<file path="src/rtl/serial_mem_responder_pkg.sv">
// Shared types and widths for the byte-serial memory responder.
package serial_mem_responder_pkg;

  localparam int WORD_W = 16;
  localparam int BYTE_W = 8;

  // Responder protocol states.
  typedef enum logic [2:0] {
    IDLE,
    ADDR_HI,
    WDATA_LO,
    WDATA_HI,
    RD_WAIT,
    SEND_LO,
    SEND_HI
  } resp_state_t;

  // Kind of CPU transfer, taken from whichever strobe carried the first byte.
  typedef enum logic [1:0] {
    XFER_PC,
    XFER_MAR,
    XFER_MDR
  } xfer_kind_t;

  // Maps a single active strobe to its transfer kind.
  function automatic xfer_kind_t strobe_kind(input logic pc, input logic mar);
    if (pc) return XFER_PC;
    if (mar) return XFER_MAR;
    return XFER_MDR;
  endfunction

endpackage

</file>
<file path="src/rtl/serial_mem_responder_resp_mem.sv">
// 2**ADDR_W x 16 synchronous RAM, one registered read port and one write port.
// A read of the address being written on the same edge returns the old word.
module resp_mem
  import serial_mem_responder_pkg::*;
#(
  parameter int ADDR_W = 8
) (
  input  logic              clk,
  input  logic              rd_en,
  input  logic [ADDR_W-1:0] rd_addr,
  output logic [WORD_W-1:0] rd_data,
  input  logic              wr_en,
  input  logic [ADDR_W-1:0] wr_addr,
  input  logic [WORD_W-1:0] wr_data
);

  logic [WORD_W-1:0] mem [2**ADDR_W];

  // Write and registered read; rd_data holds its value while rd_en is low.
  // NOTE: the array and its read register have no reset -- RAM macros cannot
  // be reset, and contents must survive a responder reset anyway.
  always_ff @(posedge clk) begin
    if (wr_en) mem[wr_addr] <= wr_data;
    if (rd_en) rd_data <= mem[rd_addr];
  end

endmodule

</file>
<file path="src/rtl/serial_mem_responder.sv">
// Memory-side responder for the CPU's byte-serial bus. Collects address and
// write-data bytes (low byte first), returns 16-bit read words as two bytes,
// and shares the RAM write port with a loader backdoor (ld has priority).
// ADDR_W must be between 1 and 16.
module serial_mem_responder
  import serial_mem_responder_pkg::*;
#(
  parameter int ADDR_W = 8
) (
  input  logic              clk,
  input  logic              rst,
  input  logic [BYTE_W-1:0] cpu_bus,
  input  logic              bus_pc,
  input  logic              bus_mar,
  input  logic              bus_mdr,
  input  logic              cpu_rd_ack,
  input  logic              halt,
  input  logic              ld_en,
  input  logic [ADDR_W-1:0] ld_addr,
  input  logic [WORD_W-1:0] ld_data,
  output logic [BYTE_W-1:0] rsp_bus,
  output logic              ard_data_ready,
  output logic              ard_receive_ready,
  output logic              err
);

  resp_state_t       state;
  xfer_kind_t        kind;
  logic [BYTE_W-1:0] addr_lo;
  logic [BYTE_W-1:0] wdata_lo;
  logic [BYTE_W-1:0] data_hi;
  logic [ADDR_W-1:0] addr;

  // A CPU write that lost the port to a same-edge ld at a different address
  // is parked here and retired on the next edge without ld_en.
  logic              pend_valid;
  logic [ADDR_W-1:0] pend_addr;
  logic [WORD_W-1:0] pend_data;

  logic [1:0]        strobe_cnt;
  logic              one_strobe;
  logic              multi_strobe;
  xfer_kind_t        byte_kind;
  logic              accept;
  logic              kind_ok;
  logic              cpu_commit;
  logic [ADDR_W-1:0] req_addr;
  logic              rd_en;
  logic [WORD_W-1:0] rd_data;
  logic              mem_we;
  logic [ADDR_W-1:0] mem_waddr;
  logic [WORD_W-1:0] mem_wdata;

  // Strobe decode and byte-accept qualification for the current cycle.
  always_comb begin
    // NOTE: every signal driven here gets a default first, so no path
    // through the block can infer a latch.
    strobe_cnt   = 2'(bus_pc) + 2'(bus_mar) + 2'(bus_mdr);
    one_strobe   = (strobe_cnt == 2'd1);
    multi_strobe = (strobe_cnt > 2'd1);
    byte_kind    = strobe_kind(bus_pc, bus_mar);

    // Address-hi and write-hi bytes wait while a parked write is pending,
    // so no read can overtake it and at most one write is ever parked.
    ard_receive_ready = 1'b0;
    unique case (state)
      IDLE, WDATA_LO:    ard_receive_ready = !halt;
      ADDR_HI, WDATA_HI: ard_receive_ready = !halt && !pend_valid;
      default:           ard_receive_ready = 1'b0;
    endcase

    accept     = ard_receive_ready && one_strobe;
    kind_ok    = (state == IDLE) || (byte_kind == kind);
    cpu_commit = accept && kind_ok && (state == WDATA_HI) && !rst;
    req_addr   = ADDR_W'({cpu_bus, addr_lo});
    rd_en      = accept && kind_ok && (state == ADDR_HI) && (kind != XFER_MDR);
  end

  // Write-port arbitration: loader first, then a parked CPU write, then a
  // CPU write committing this edge (never concurrent with a parked one).
  always_comb begin
    mem_we    = 1'b0;
    mem_waddr = ld_addr;
    mem_wdata = ld_data;
    if (ld_en) begin
      mem_we = 1'b1;
    end else if (pend_valid) begin
      mem_we    = 1'b1;
      mem_waddr = pend_addr;
      mem_wdata = pend_data;
    end else if (cpu_commit) begin
      mem_we    = 1'b1;
      mem_waddr = addr;
      mem_wdata = {cpu_bus, wdata_lo};
    end
  end

  // Park a CPU write displaced by ld; drop it once written or overwritten by ld.
  always_ff @(posedge clk) begin
    if (rst) begin
      pend_valid <= 1'b0;
    end else if (cpu_commit && ld_en && (ld_addr != addr)) begin
      pend_valid <= 1'b1;
      pend_addr  <= addr;
      pend_data  <= {cpu_bus, wdata_lo};
    end else if (pend_valid && (!ld_en || (ld_addr == pend_addr))) begin
      pend_valid <= 1'b0;
    end
  end

  // Protocol FSM with registered response outputs and sticky error flag.
  // NOTE: state is updated with non-blocking assignments so every register
  // here samples pre-edge values, independent of statement order.
  always_ff @(posedge clk) begin
    if (rst) begin
      state          <= IDLE;
      err            <= 1'b0;
      rsp_bus        <= '0;
      ard_data_ready <= 1'b0;
    end else if (halt) begin
      state          <= IDLE;
      rsp_bus        <= '0;
      ard_data_ready <= 1'b0;
    end else begin
      if (ard_receive_ready && multi_strobe) err <= 1'b1;
      unique case (state)
        IDLE: begin
          if (accept) begin
            kind    <= byte_kind;
            addr_lo <= cpu_bus;
            state   <= ADDR_HI;
          end
        end
        ADDR_HI: begin
          if (accept) begin
            if (!kind_ok) begin
              err   <= 1'b1;
              state <= IDLE;
            end else if (kind == XFER_MDR) begin
              addr  <= req_addr;
              state <= WDATA_LO;
            end else begin
              state <= RD_WAIT;
            end
          end
        end
        WDATA_LO: begin
          if (accept) begin
            if (!kind_ok) begin
              err   <= 1'b1;
              state <= IDLE;
            end else begin
              wdata_lo <= cpu_bus;
              state    <= WDATA_HI;
            end
          end
        end
        WDATA_HI: begin
          if (accept) begin
            if (!kind_ok) err <= 1'b1;
            state <= IDLE;
          end
        end
        RD_WAIT: begin
          ard_data_ready <= 1'b1;
          rsp_bus        <= rd_data[BYTE_W-1:0];
          data_hi        <= rd_data[WORD_W-1:BYTE_W];
          state          <= SEND_LO;
        end
        SEND_LO: begin
          if (cpu_rd_ack) begin
            rsp_bus <= data_hi;
            state   <= SEND_HI;
          end
        end
        SEND_HI: begin
          if (cpu_rd_ack) begin
            rsp_bus        <= '0;
            ard_data_ready <= 1'b0;
            state          <= IDLE;
          end
        end
        default: state <= IDLE;
      endcase
    end
  end

  resp_mem #(.ADDR_W(ADDR_W)) u_mem (
    .clk     (clk),
    .rd_en   (rd_en),
    .rd_addr (req_addr),
    .rd_data (rd_data),
    .wr_en   (mem_we),
    .wr_addr (mem_waddr),
    .wr_data (mem_wdata)
  );

endmodule
</file>
<file path="config.mk">
export PLATFORM = sky130hd
export DESIGN_NAME = serial_mem_responder
export DESIGN_NICKNAME = d
export VERILOG_FILES = /design/src/rtl/serial_mem_responder_pkg.sv /design/src/rtl/serial_mem_responder_resp_mem.sv /design/src/rtl/serial_mem_responder.sv
export SDC_FILE = /design/constraint.sdc
export NUM_CORES = 2
export LEC_CHECK = 0
export CELL_PAD_IN_SITES_DETAIL_PLACEMENT = 2
export CELL_PAD_IN_SITES_GLOBAL_PLACEMENT = 2
export CORE_MARGIN = 2
export CORE_UTILIZATION = 50
export CTS_CLUSTER_DIAMETER = 150
export DETAILED_ROUTE_END_ITERATION = 10
export PLACE_DENSITY_LB_ADDON = 0.1
export REMOVE_ABC_BUFFERS = 1
export SYNTH_ARGS = -nofsm -noshare
export SYNTH_HDL_FRONTEND = slang
export SYNTH_SLANG_ARGS = --single-unit
</file>
<file path="constraint.sdc">
create_clock -name clk -period 56.1 [get_ports clk]
set_clock_uncertainty 0.2 [all_clocks]
set_input_delay 11.22 -clock clk [delete_from_list [all_inputs] [get_ports clk]]
set_output_delay 11.22 -clock clk [all_outputs]
set_load 0.02 [all_outputs]
</file>
==> flow_summary.yaml, run 1 <==
synth:
  synth_compound_area_frac: 0.0336
  synthTopCellsByArea: "edfxtp_1 77%, mux4_2 12%, mux2i_1 2.4%"
  syn_area_per_cell_um2: 21.1
  netlist_area_um2: 163000
  synth_top_cell_area_share: 0.770
  synth_top_family_by_area: "multiplexers"
  synth_edf_count: 4170
  synthAdderAreaFrac: 0.000123
  yosysSeqAreaShare: 0.772
  synth.most_common_cell: "edfxtp_1"
  muxShareOfSynthArea: 0.153
  async_flop_share: 0
  synthTopCellsByCount: "4,170 x edfxtp_1, 886 x mux4_2, 409 x nor2_1"
  yosysWarnings: 0
  synthFlopType: "edfxtp_1"
  netlist_instances: 7709
  yosysUniqueCellTypes: 76
  synth_xor_area_frac: 0.000916
  yosys.area.top_type: "edfxtp_1"
  synth-simple-area-share: 0.0246
  ys_ff_latch: 4184
outcome:
  firstError: "[ERROR DPL-0033] detailed placement checks failed during check placement."
  outcome: "did not finish"
  lastStage: "detailed placement"
placement:
  globalplace.congestion: 0.891
  dpl.hpwl_mm: 351
  io_buffers: 50
floorplan:
  ios: 51
  die_width_um: 574
  die_y_um: 574
  initial_core_util: 0.502
  fp-row-count: 209
-- logic make-up after synthesis --
group / after synthesis
and+or+nand+nor: 876
muxes: 1367
AOI/OAI and AO/OA: 787
xor gates and xnor gates: 17
buffers and inverters: 477
adders and majority gates: 1
DFF: 4184
-- through the flow --
stage	instances	area, um2	worst slack, ps	hold WS (ps)
2_1_floorplan	7245	160000	6960	200
3_3_place_gp	12000	170000	31370	216
==> run 2, diff against run 1 <==
--- a/config.mk
+++ b/config.mk
@@ -5,13 +5,10 @@
 export SDC_FILE = /design/constraint.sdc
 export NUM_CORES = 2
 export LEC_CHECK = 0
-export CELL_PAD_IN_SITES_DETAIL_PLACEMENT = 2
-export CELL_PAD_IN_SITES_GLOBAL_PLACEMENT = 2
 export CORE_MARGIN = 2
-export CORE_UTILIZATION = 50
-export CTS_CLUSTER_DIAMETER = 150
+export CORE_UTILIZATION = 35
 export DETAILED_ROUTE_END_ITERATION = 10
-export PLACE_DENSITY_LB_ADDON = 0.1
+export PLACE_DENSITY_LB_ADDON = 0.15
 export REMOVE_ABC_BUFFERS = 1
 export SYNTH_ARGS = -nofsm -noshare
 export SYNTH_HDL_FRONTEND = slang
==> run 2 against run 1 <==
Compared with the run above: the flow now finishes, with violations (capacitance limit); area after synthesis did not move; synthesized cell count did not move.
==> flow_summary.yaml, run 2 <==
placement:
  dpl.hpwl_mm: 291
  io_buffers: 50
  globalplace.congestion: 0.846
  dp_cells: 13800
  dp_slack_ps: 31670
synth:
  synth.most_common_cell: "edfxtp_1"
  netlist_area_um2: 163000
  yosysSeqAreaShare: 0.772
  yosysWarnings: 0
  async_flop_share: 0
  ys_ff_latch: 4184
  synth_top_cell_area_share: 0.770
  synthFlopType: "edfxtp_1"
  yosysUniqueCellTypes: 76
  netlist_instances: 7709
  synthTopCellsByArea: "edfxtp_1 77%, mux4_2 12%, mux2i_1 2.4%"
  synthTopCellsByCount: "4,170 x edfxtp_1, 886 x mux4_2, 409 x nor2_1"
  synth_edf_count: 4170
  yosys.area.top_type: "edfxtp_1"
  syn_area_per_cell_um2: 21.1
sta:
  timing.final.max_slew_violations: 0
  worst_slack_ps: 31630
  fin_crit_ps: 24470
  relSlewSlack: 0.00393
  hold_viol: 0
  fmax_mhz: 40.9
  min_period_over_period: 0.436
  setup-violations-final: 0
  rsz0062_at_grt: "false"
  fin_setup_tns_ps: 0
  worst_pin_slew_ps: 1490
  holdWs_ps: 223
clocking:
  postCtsHoldBufs: 0
  cts_resized: 0
  numCtsBuffers: 447
  insertion_delay_ps: 1010
  clk_pin_slew_ps: 60
  htree_levels: 5
  cts.sinks: 4184
  cts_root_buf: "clkbuf_16"
  tritoncts: "yes"
  post-cts-setup-buffers: 0
  cts.path.max_buffers: 4
job:
  cap_violations: 1
power:
  power_density_nw_per_um2: 34.8
  irDropWorstVdd_v: 0.0000302
  power.leakage_nw: 60.1
finish:
  finalNetCount: 8141
  largest_register_ffs: 4096
  final_cells: 14700
  area_delta_synth_final_pct: 14.3
  layout-drive-gt1-share: 0.247
  layout_common_cells: "4,170 x edfxtp_1, 886 x mux4_2, 452 x clkbuf_16"
  regMostFlops: "u_mem.mem"
  mostFrequentLayoutCell: "edfxtp_1"
  top_regs: "u_mem.mem x4096, pend_data x16, u_mem.rd_data x16"
global_route:
  grt_max_degree: 204
  antenna_found_initial: 60
  grt_overflow: 0
  track_usage: 0.201
  grt_pass1_wl_mm: 664
  grt_pass1_vias: 81500
detailed_routing:
  routedWlPerCell_um: 32.9
  via_count: 80700
  routed_wl_mm: 483
  routed_via_density: 5.51
  ant_nets: 0
  dr.first_iter.drc_count: 9263
  drc: 0
  firstDrtPassIters: 6
worst_hold_path:
  min_path_type: "register to register"
floorplan:
  fp-row-count: 250
  die_area_um2: 470000
  ios: 51
  die_width_um: 686
  initial_core_util: 0.351
  core-area_um2: 463000
  die_y_um: 686
setup_path:
  cp_max_fo: 6
  worst_ep_arrival_time_ps: 13050
  worstSetupPathType: "input pin to output pin"
  setup.worst_path.end_class: "output pin"
  start_kind: "input pin"
  cp.required_ps: 44680
outcome:
  violations: "capacitance limit"
  outcome: "finished, violations left"
run 2: cell counts after synthesis:
No cell type changed its count.
run 2: path summary, 6_finish.rpt:
kind / from / to / slack (ps) / cells past startpoint
worst max-delay path: halt / ard_receive_ready / 31630 / 4
worst min-delay path: u_mem.rd_data[15] / data_hi[7] / 220 / 0
worst max register to register: addr_lo[0] / u_mem.rd_data[13] / 48990 / 10
worst min register to register: u_mem.rd_data[15] / data_hi[7] / 220 / 0
run 2: worst max-delay path: stages:
cell and delay (ps):
clkdlybuf4s50_1 660, a211oi_2 250, buf_4 250, clkdlybuf4s50_1 640
run 2: routing by layer:
| layer | track usage | wire, um | up-vias |
|---|---|---|---|
| met3 | 0.0337 | 31600 | 618 |
| met2 | 0.323 | 230000 | 2820 |
| met1 | 0.283 | 207000 | 44000 |
| li1 | - | - | 33300 |
| met5 | 0 | 33 | - |
| met4 | 0.0562 | 14300 | 4 |
run 2: report_power, final:
group	internal (mW)	switching (mW)
clock network	1.61	1.22
logic	0.0371	0.137
registers	3.46	0.00209
total	5.11	1.36
run 2: kinds of logic (layout without fill, tap and decap cells):
group / after synthesis / in the layout / share of synthesized area
flip-flops: 4184 / 4184 / 0.772
multiplexers: 1367 / 1367 / 0.153
AND/OR/NAND/NOR: 876 / 876 / 0.0246
AO/OA/AOI/OAI: 787 / 787 / 0.0336
buffers and inverters: 477 / 1233 / 0.0159
XOR/XNOR: 17 / 17 / 0.000916
adder cells (fa/ha/maj): 1 / 1 / 0.000123
other: 0 / 26 / 0
run 2: final cells by class:
| class | count | area (um2) |
|---|---|---|
| fill | 41000 | 277000 |
| sequential | 4184 | 126000 |
| multi-input combinational | 3048 | 35200 |
| clock buffer | 550 | 11700 |
| tap | 6174 | 7720 |
| timing repair buffer | 406 | 3420 |
| clock inverter | 264 | 2190 |
| antenna | 26 | 65.1 |
| inverter | 13 | 60.1 |
run 2: stage by stage:
stage          total power [mW]  instance area (um2)   util
2_1_floorplan              3.72               160000      -
3_3_place_gp               3.70               172000  0.371
3_5_place_dp               3.71               172000  0.371
4_1_cts                    6.52               186000  0.401
5_1_grt                    6.65               186000  0.401
6_report                   6.46               186000  0.401
No activity file was read; power rests on OpenSTA's default activity.
